--- config.mk ---
export PLATFORM = sky130hd
export DESIGN_NAME = fetch_stage
export DESIGN_NICKNAME = d
export VERILOG_FILES = /design/src/rtl/fetch_stage.sv
export SDC_FILE = /design/constraint.sdc
export NUM_CORES = 1
export LEC_CHECK = 0
export CAP_MARGIN = 20
export CORE_MARGIN = 4
export CORE_UTILIZATION = 25
export DETAILED_ROUTE_END_ITERATION = 10
export GPL_ROUTABILITY_DRIVEN = 0
export PLACE_DENSITY = 0.46
export SLEW_MARGIN = 20
export SYNTH_ARGS = -nofsm -noshare
export SYNTH_HDL_FRONTEND = slang
export SYNTH_SLANG_ARGS = --single-unit
export TNS_END_PERCENT = 1
--- constraint.sdc ---
create_clock -name clk -period 7.9 [get_ports clk]
set_input_delay 1.185 -clock clk [delete_from_list [all_inputs] [get_ports clk]]
set_output_delay 1.185 -clock clk [all_outputs]
set_load 0.01 [all_outputs]
--- src/rtl/fetch_stage.sv ---
// RV32I instruction-fetch stage: owns the PC, keeps one imem request in flight,
// and buffers returned words in an output slot plus a single skid (hold) entry.
module fetch_stage #(
   parameter logic [31:0] RESET_PC = 32'h0000_0000
) (
   input  logic        clk,
   input  logic        reset,
   input  logic        stall,
   input  logic        redirect,
   input  logic [31:0] redirect_pc,
   output logic        imem_req,
   output logic [31:0] imem_addr,
   input  logic        imem_rvalid,
   input  logic [31:0] imem_rdata,
   output logic        if_valid,
   output logic [31:0] if_pc,
   output logic [31:0] if_instr
);

   localparam logic [31:0] NOP = 32'h0000_0013;

   typedef enum logic [1:0] {IDLE, FETCH, WAIT, HOLD} state_t;

   typedef struct packed {
      logic        valid;
      logic [31:0] pc;
      logic [31:0] instr;
   } entry_t;

   localparam entry_t EMPTY = '{valid: 1'b0, pc: 32'h0, instr: NOP};

   state_t      state, state_n;
   logic [31:0] pc, pc_n;
   logic [31:0] req_pc, req_pc_n;
   logic        discard, discard_n;
   entry_t      slot, slot_n;
   entry_t      hold, hold_n;
   logic        consume;
   logic        slot_free;

   assign consume   = slot.valid & ~stall;
   assign slot_free = ~slot.valid | consume;

   assign imem_req  = (state == FETCH);
   assign imem_addr = pc;
   assign if_valid  = slot.valid;
   assign if_pc     = slot.pc;
   assign if_instr  = slot.instr;

   always_comb begin
      state_n   = state;
      pc_n      = pc;
      req_pc_n  = req_pc;
      discard_n = discard;
      slot_n    = consume ? EMPTY : slot;
      hold_n    = hold;

      case (state)
         IDLE:  state_n = FETCH;
         FETCH: begin
            req_pc_n = pc;
            pc_n     = pc + 32'd4;
            state_n  = WAIT;
         end
         WAIT: begin
            if (imem_rvalid) begin
               if (discard) begin
                  discard_n = 1'b0;
                  state_n   = FETCH;
               end else if (slot_free) begin
                  slot_n  = '{valid: 1'b1, pc: req_pc, instr: imem_rdata};
                  state_n = FETCH;
               end else begin
                  hold_n  = '{valid: 1'b1, pc: req_pc, instr: imem_rdata};
                  state_n = HOLD;
               end
            end
         end
         HOLD: begin
            if (consume) begin
               slot_n       = hold;
               hold_n.valid = 1'b0;
               state_n      = FETCH;
            end
         end
         default: state_n = IDLE;
      endcase

      // A request issued in FETCH is already accepted by memory, so its
      // response must still be waited for and dropped.
      if (redirect && state != IDLE) begin
         pc_n         = redirect_pc & ~32'h3;
         slot_n       = EMPTY;
         hold_n.valid = 1'b0;
         case (state)
            FETCH: begin
               discard_n = 1'b1;
               state_n   = WAIT;
            end
            WAIT: begin
               discard_n = ~imem_rvalid;
               state_n   = imem_rvalid ? FETCH : WAIT;
            end
            HOLD:    state_n = FETCH;
            default: state_n = state;
         endcase
      end
   end

   always_ff @(posedge clk or posedge reset) begin
      if (reset) begin
         state   <= IDLE;
         pc      <= RESET_PC;
         req_pc  <= RESET_PC;
         discard <= 1'b0;
         slot    <= EMPTY;
         hold    <= EMPTY;
      end else begin
         state   <= state_n;
         pc      <= pc_n;
         req_pc  <= req_pc_n;
         discard <= discard_n;
         slot    <= slot_n;
         hold    <= hold_n;
      end
   end

endmodule

==> flow_summary.yaml, run 1 <==
status:
  run_status: "completed"
placement:
  numPortBuffers: 162
  dpl.hpwl_um: 14800
  dpl_cell_area_mm2: 0.0103
drt:
  drt-pass1-iter-count: 8
  remaining_drc_errors: 0
  dr_vias: 6156
  routed_wirelength_um: 23700
  routedWlPerCell_um: 18.8
  detail_route.iter0.violations: 575
  drt-vias-per-instance: 4.88
  route.antenna.remaining_nets: 0
global_routing:
  global_route_wire_length_before_repair_um: 37800
  met1_usage: 0.189
  global_route.overflow_total: 0
  antenna_found_initial: 0
  gr-usage-all-layers: 0.133
  use_met2: 0.208
  grt_max_degree: 122
  grt.busiest_layer: "met2"
  number_of_global_route_vias_before_repair: 6288
  grt_util_met3: 0.0304
yosys:
  seq_area_frac_synth: 0.581
  postSynth.asyncResetShare: 1.00
  synthTopCellsByCount: "sky130_fd_sc_hd__dfrtp_1, sky130_fd_sc_hd__nor2_1, sky130_fd_sc_hd__mux2_2, sky130_fd_sc_hd__a222oi_1"
  synth_enable_flop_cells: 0
  area_share_of_the_largest_cell_type_after_synthesis: 0.562
  post-synth-top-count-cell: "sky130_fd_sc_hd__dfrtp_1"
  ys_warn_count: 0
  syn_area_cell_um2: 12.2
  synth.top_cells.by_area: "sky130_fd_sc_hd__dfrtp_1, sky130_fd_sc_hd__mux2_2, sky130_fd_sc_hd__a222oi_1, sky130_fd_sc_hd__nor2_1, sky130_fd_sc_hd__mux2_1"
  syn-cell-area_mm2: 0.00824
  yosysTopAreaCell: "sky130_fd_sc_hd__dfrtp_1"
  netlist_instances: 673
  synth.ff_latch_count: 191
  synth.distinct_cells: 45
  synth_top_flop_cell: "sky130_fd_sc_hd__dfrtp_1"
worst_setup_path:
  crit_fanout: 48
  setup.worst_path.start_class: "primary input"
  cp.required_ns: 8.21
  worst_setup_path_startpoint: "imem_rvalid"
  critical_path.endpoint_type: "flop"
  critPathKind: "primary input to flop"
  cp_data_arrival_time_ns: 3.69
  worstReg2RegStart: "state[0]$_DFFE_PP0P_"
layout:
  layout.filler_cells: 3324
  finalInstanceArea_mm2: 0.0108
  seq_cell_area_mm2: 0.00479
  final_layout_size_suffix_gt1_frac: 0.160
  n_antenna_cell: 0
  area_delta_synth_final_pct: 31.3
  fin_nets: 881
  multi_input_comb_area_mm2: 0.00320
timing:
  fin_setup_tns_ns: 0
  timing_hold_violations_final: 0
  worst-slew-pin-transition_ns: 0.935
  worst_clock_skew_ns: 0.0188
  final_period_minus_worst_setup_slack_ns: 3.38
  max_slew_margin: 0.377
  fmaxAchievable_mhz: 296
  min_period_over_period: 0.428
  final_max_slew_viol_count: 0
  count_of_final_setup_violators: 0
  grt_setup_unrepaired: "no"
die:
  initial_core_util: 0.253
  die_y_um: 190
  io_pins: 167
  coreArea_mm2: 0.0325
  horiz_die_dim_um: 190
  floorplan.die_area_mm2: 0.0359
  core.rowCount: 66
clock_network:
  root_buffer: "sky130_fd_sc_hd__clkbuf_16"
  clock_tree.buffer_depth: 2
  cts_setup_buffers: 0
  worstSkewPairLatency_ns: 0.44
  cts_resized: 0
  numClockSinks: 191
  tritoncts: "yes"
  htree_levels: 4
  cts.reportedPaths.clkPinSlew_ns: 0.07
  cts-hold-fix-buffers: 0
  tritoncts.num_buffers: 17
min_path:
  holdCritStartpoint: "hold[38]$_DFFE_PP0P_"
  hold_path.class: "flop to flop"
pwr:
  cellLeakagePower_nw: 4.57
  power_mw: 3.50
  irDropWorstVdd_v: 0.000147
  power.density_mw_per_mm2: 324
flow_run:
  drv.max_cap_violation_count: 0
[final timing paths]
| path | slack (ns) | depth (start not counted) | endpoint |
|---|---|---|---|
| max reg2reg | 4.82 | 6 | hold[17]$_DFFE_PP0P_ |
| min in group asynchronous | 1.32 | 2 | if_pc[0]$_DFF_PP0_ |
| min | 0.49 | 1 | hold[38]$_DFFE_PP0P_ |
| max | 4.52 | 5 | hold[17]$_DFFE_PP0P_ |
| min reg2reg | 0.49 | 1 | hold[38]$_DFFE_PP0P_ |
| max in group asynchronous | 4.98 | 3 | req_pc[26]$_DFFE_PP0P_ |
[area by class of cell]
class	count	area share
clock buffers	18	0.0406
clock inverters	14	0.0111
inverters	6	0.00278
multi-input cells	419	0.296
flip-flops and latches	191	0.443
well taps	442	0.0511
repair buffers	171	0.156
[sequential cells by signal, summed over array words and instances (netlist names)]
register,cells
hold,63
if_instr,32
if_pc,32
imem_addr,30
req_pc,30
state,2
discard,1
if_valid,1
[routing by layer]
metal	up-vias	part of all wire
met1	3181	0.48
met5	-	0
met3	8	0.049
met2	153	0.46
met4	0	0.0065
li1	2814	-
[metrics by stage]
step	utilization	hold WS, ns	cells	setup WS (ns)
after detailed placement	0.315	0.475	1229	4.02
after global placement	0.315	0.467	1229	4.05
final	0.332	0.488	1261	4.52
after CTS	0.332	0.491	1261	4.48
after global routing	0.332	0.497	1261	4.39
after floorplan	-	0.452	674	1.53
[power breakdown]
group / internal [mW] / switching, mW / leakage (nW) / total (mW)
clock: 0.425 / 0.427 / 0.274 / 0.851
sequential: 1.25 / 0.269 / 2.48 / 1.52
combinational: 0.597 / 0.532 / 1.81 / 1.13
total: 2.27 / 1.23 / 4.57 / 3.50
[cell usage in the layout, fill, tap and decap left out, types with 6 or more instances in the layout]
cell                              instances
sky130_fd_sc_hd__a21oi_1                  6
sky130_fd_sc_hd__a222oi_1                58
sky130_fd_sc_hd__a31oi_1                 18
sky130_fd_sc_hd__buf_4                    9
sky130_fd_sc_hd__clkbuf_16               17
sky130_fd_sc_hd__clkdlybuf4s50_1        162
sky130_fd_sc_hd__dfrtp_1                185
sky130_fd_sc_hd__dfstp_2                  6
sky130_fd_sc_hd__inv_6                    6
sky130_fd_sc_hd__mux2_1                  21
sky130_fd_sc_hd__mux2_2                  74
sky130_fd_sc_hd__nand2_1                 28
sky130_fd_sc_hd__nand3_1                 14
sky130_fd_sc_hd__nand4_1                 10
sky130_fd_sc_hd__nor2_1                  76
sky130_fd_sc_hd__o21ai_0                 20
sky130_fd_sc_hd__o221ai_1                 6
sky130_fd_sc_hd__o31ai_1                 13
sky130_fd_sc_hd__or4_1                   15
sky130_fd_sc_hd__xor2_1                   9
[cell families (layout without fill, tap and decap cells)]
family | count (synthesis) | after routing | synth area share
multiplexers | 96 | 96 | 0.131
buffers and inverters | 64 | 209 | 0.0351
AND/OR/NAND/NOR | 176 | 176 | 0.107
flip-flops | 191 | 191 | 0.581
AO/OA/AOI/OAI | 128 | 128 | 0.125
other | 1 | 2 | 0.000455
XOR/XNOR | 11 | 11 | 0.0117
adder cells (fa/ha/maj) | 6 | 6 | 0.00911
[critical path, stage by stage]
cell and delay, ns:
sky130_fd_sc_hd__clkdlybuf4s50_1 0.53, sky130_fd_sc_hd__nand3b_1 0.27, sky130_fd_sc_hd__nor2_4 0.52, sky130_fd_sc_hd__buf_4 0.73, sky130_fd_sc_hd__mux2_2 0.41
(Power assumes the default switching activity.)
==> run 2, diff against run 1 <==
Settings changed: PLACE_DENSITY 0.46 to 0.47.
Clock period 7.9 ns to 2.75 ns, I/O delays scaled along.
==> flow_summary.yaml, run 2 (synthesis gave the netlist of run 1 again) <==
status:
  run_status: "completed"
clock_network:
  cts-hold-fix-buffers: 0
  cts.reportedPaths.clkPinSlew_ns: 0.08
  worstSkewPairLatency_ns: 0.44
  clock_tree.buffer_depth: 2
  cts_setup_buffers: 0
  cts_resized: 0
  tritoncts.num_buffers: 17
  tritoncts: "yes"
  root_buffer: "sky130_fd_sc_hd__clkbuf_16"
  htree_levels: 4
  numClockSinks: 191
layout:
  final_layout_size_suffix_gt1_frac: 0.176
  fin_nets: 898
  leading_cell_type_in_the_layout_fill_and_taps_excluded: "sky130_fd_sc_hd__dfrtp_1"
  finalInstanceArea_mm2: 0.0110
  top_library_cells_by_usage_in_the_layout_fill_and_taps_aside: "sky130_fd_sc_hd__dfrtp_1, sky130_fd_sc_hd__clkdlybuf4s50_1, sky130_fd_sc_hd__nor2_1"
  largest-register: "hold"
  largest_reg_flops: 63
  n_antenna_cell: 0
  area_delta_synth_final_pct: 33.7
worst_setup_path:
  cp_data_arrival_time_ns: 2.72
  critPathKind: "flop to flop"
  reg2reg_setup_slack_ns: 0.33
  critical_path.endpoint_type: "flop"
  critical_path.cell_chain: "inv_1 > ha_1 > nand2b_1 > o31a_2 > buf_4 > a222oi_1 > nor2_1"
  cp.required_ns: 3.05
  timing.critical_path.slowest_cell_delay_ns: 0.43
  worst_setup_path_startpoint: "state[0]$_DFFE_PP0P_"
  r2r_end: "if_instr[29]$_DFF_PP0_"
  critical-path-slowest-cell: "sky130_fd_sc_hd__dfrtp_1"
  worstReg2RegStart: "state[0]$_DFFE_PP0P_"
  crit_fanout: 36
  r2r.worst_path.cells: 7
  setup.worst_path.start_class: "flop"
pwr:
  internal_power_mw: 6.61
  clock_power_share: 0.236
  cellLeakagePower_nw: 4.66
  netSwitchingPower_mw: 3.50
  power_mw: 10.1
  power.density_mw_per_mm2: 918
  pwr-share-comb: 0.333
  netSwitchingFraction: 0.346
  power.sequential.fraction: 0.431
  irDropWorstVdd_v: 0.000456
die:
  core.rowCount: 66
  horiz_die_dim_um: 190
  io_pins: 167
  initial_core_util: 0.253
  floorplan.die_area_mm2: 0.0359
  die_y_um: 190
  coreArea_mm2: 0.0325
global_routing:
  antenna_found_initial: 0
  grt_max_degree: 80
  global_route_wire_length_before_repair_um: 37700
  use_met2: 0.203
  grt_util_met3: 0.0302
  met1_usage: 0.194
  grt.busiest_layer: "met2"
  global_route.overflow_total: 0
  number_of_global_route_vias_before_repair: 6321
  gr-usage-all-layers: 0.133
placement:
  numPortBuffers: 162
  dpl_cell_area_mm2: 0.0105
  dpl.hpwl_um: 15500
timing:
  worst-slew-pin-transition_ns: 0.525
  max_slew_margin: 0.650
  timing_hold_violations_final: 0
  worst_clock_skew_ns: 0.0149
  count_of_final_setup_violators: 0
  fmaxAchievable_mhz: 413
  minimum_hold_slack_ns: 0.279
  final_period_minus_worst_setup_slack_ns: 2.42
  grt_setup_unrepaired: "no"
  min_period_over_period: 0.879
  final_max_slew_viol_count: 0
  fin_setup_tns_ns: 0
drt:
  detail_route.iter0.violations: 492
  routedWlPerCell_um: 18.6
  drt-pass1-iter-count: 7
  drt-vias-per-instance: 4.83
  remaining_drc_errors: 0
  routed_wirelength_um: 23700
  route.antenna.remaining_nets: 0
  dr_vias: 6172
min_path:
  hold_path.class: "primary input to asynchronous set/reset pin"
flow_run:
  drv.max_cap_violation_count: 0
## run 2: worst max-delay path, delay by kind of cell, from the launching register on
family / cells / cell delay (ns)
adders and majority gates: 1 / 0.42
AOI/OAI and AO/OA: 2 / 0.75
DFF: 1 / 0.43
buffers and inverters: 2 / 0.39
and+or+nand+nor: 2 / 0.27
## run 2: worst max-delay path by stage
stage                              to  slack (ns)  cells past startpoint
6_report       if_instr[29]$_DFF_PP0_        0.33                      7
3_3_place_gp   if_instr[25]$_DFF_PP0_        0.36                      6
5_1_grt        if_instr[28]$_DFF_PP0_        0.12                      7
2_1_floorplan       discard$_DFF_PP0_       -0.12                      1
4_1_cts            if_pc[3]$_DFF_PP0_        0.34                      7
3_5_place_dp   if_instr[28]$_DFF_PP0_        0.35                      6
## run 2: layer usage
metal	vias to the layer above	share of wire
met2	162	0.45
met4	0	0.0079
li1	2853	-
met3	14	0.049
met1	3143	0.49
met5	-	0
## run 2: area by class of cell
class | count | area [um^2]
multi-input cells | 419 | 3200
flip-flops and latches | 191 | 4790
fillers | 3292 | 21500
clock buffers | 20 | 457
repair buffers | 188 | 1890
well taps | 442 | 553
inverters | 6 | 26.3
clock inverters | 12 | 104
## run 2: power by group through the flow
stage	logic, mW	registers, mW	clock network (mW)
6_report	3.37	4.35	2.39
2_1_floorplan	1.78	4.34	0
3_5_place_dp	3.42	4.41	0
4_1_cts	3.43	4.36	2.50
5_1_grt	3.71	4.50	2.61
3_3_place_gp	3.38	4.40	0
## run 2: through the flow
stage               worst slack [ns]  cells  utilization
detailed placement             0.347   1246        0.321
global placement               0.363   1246        0.321
finish                         0.331   1278        0.339
global route                   0.124   1278        0.339
CTS                            0.342   1278        0.339
floorplan                     -0.120    674            -
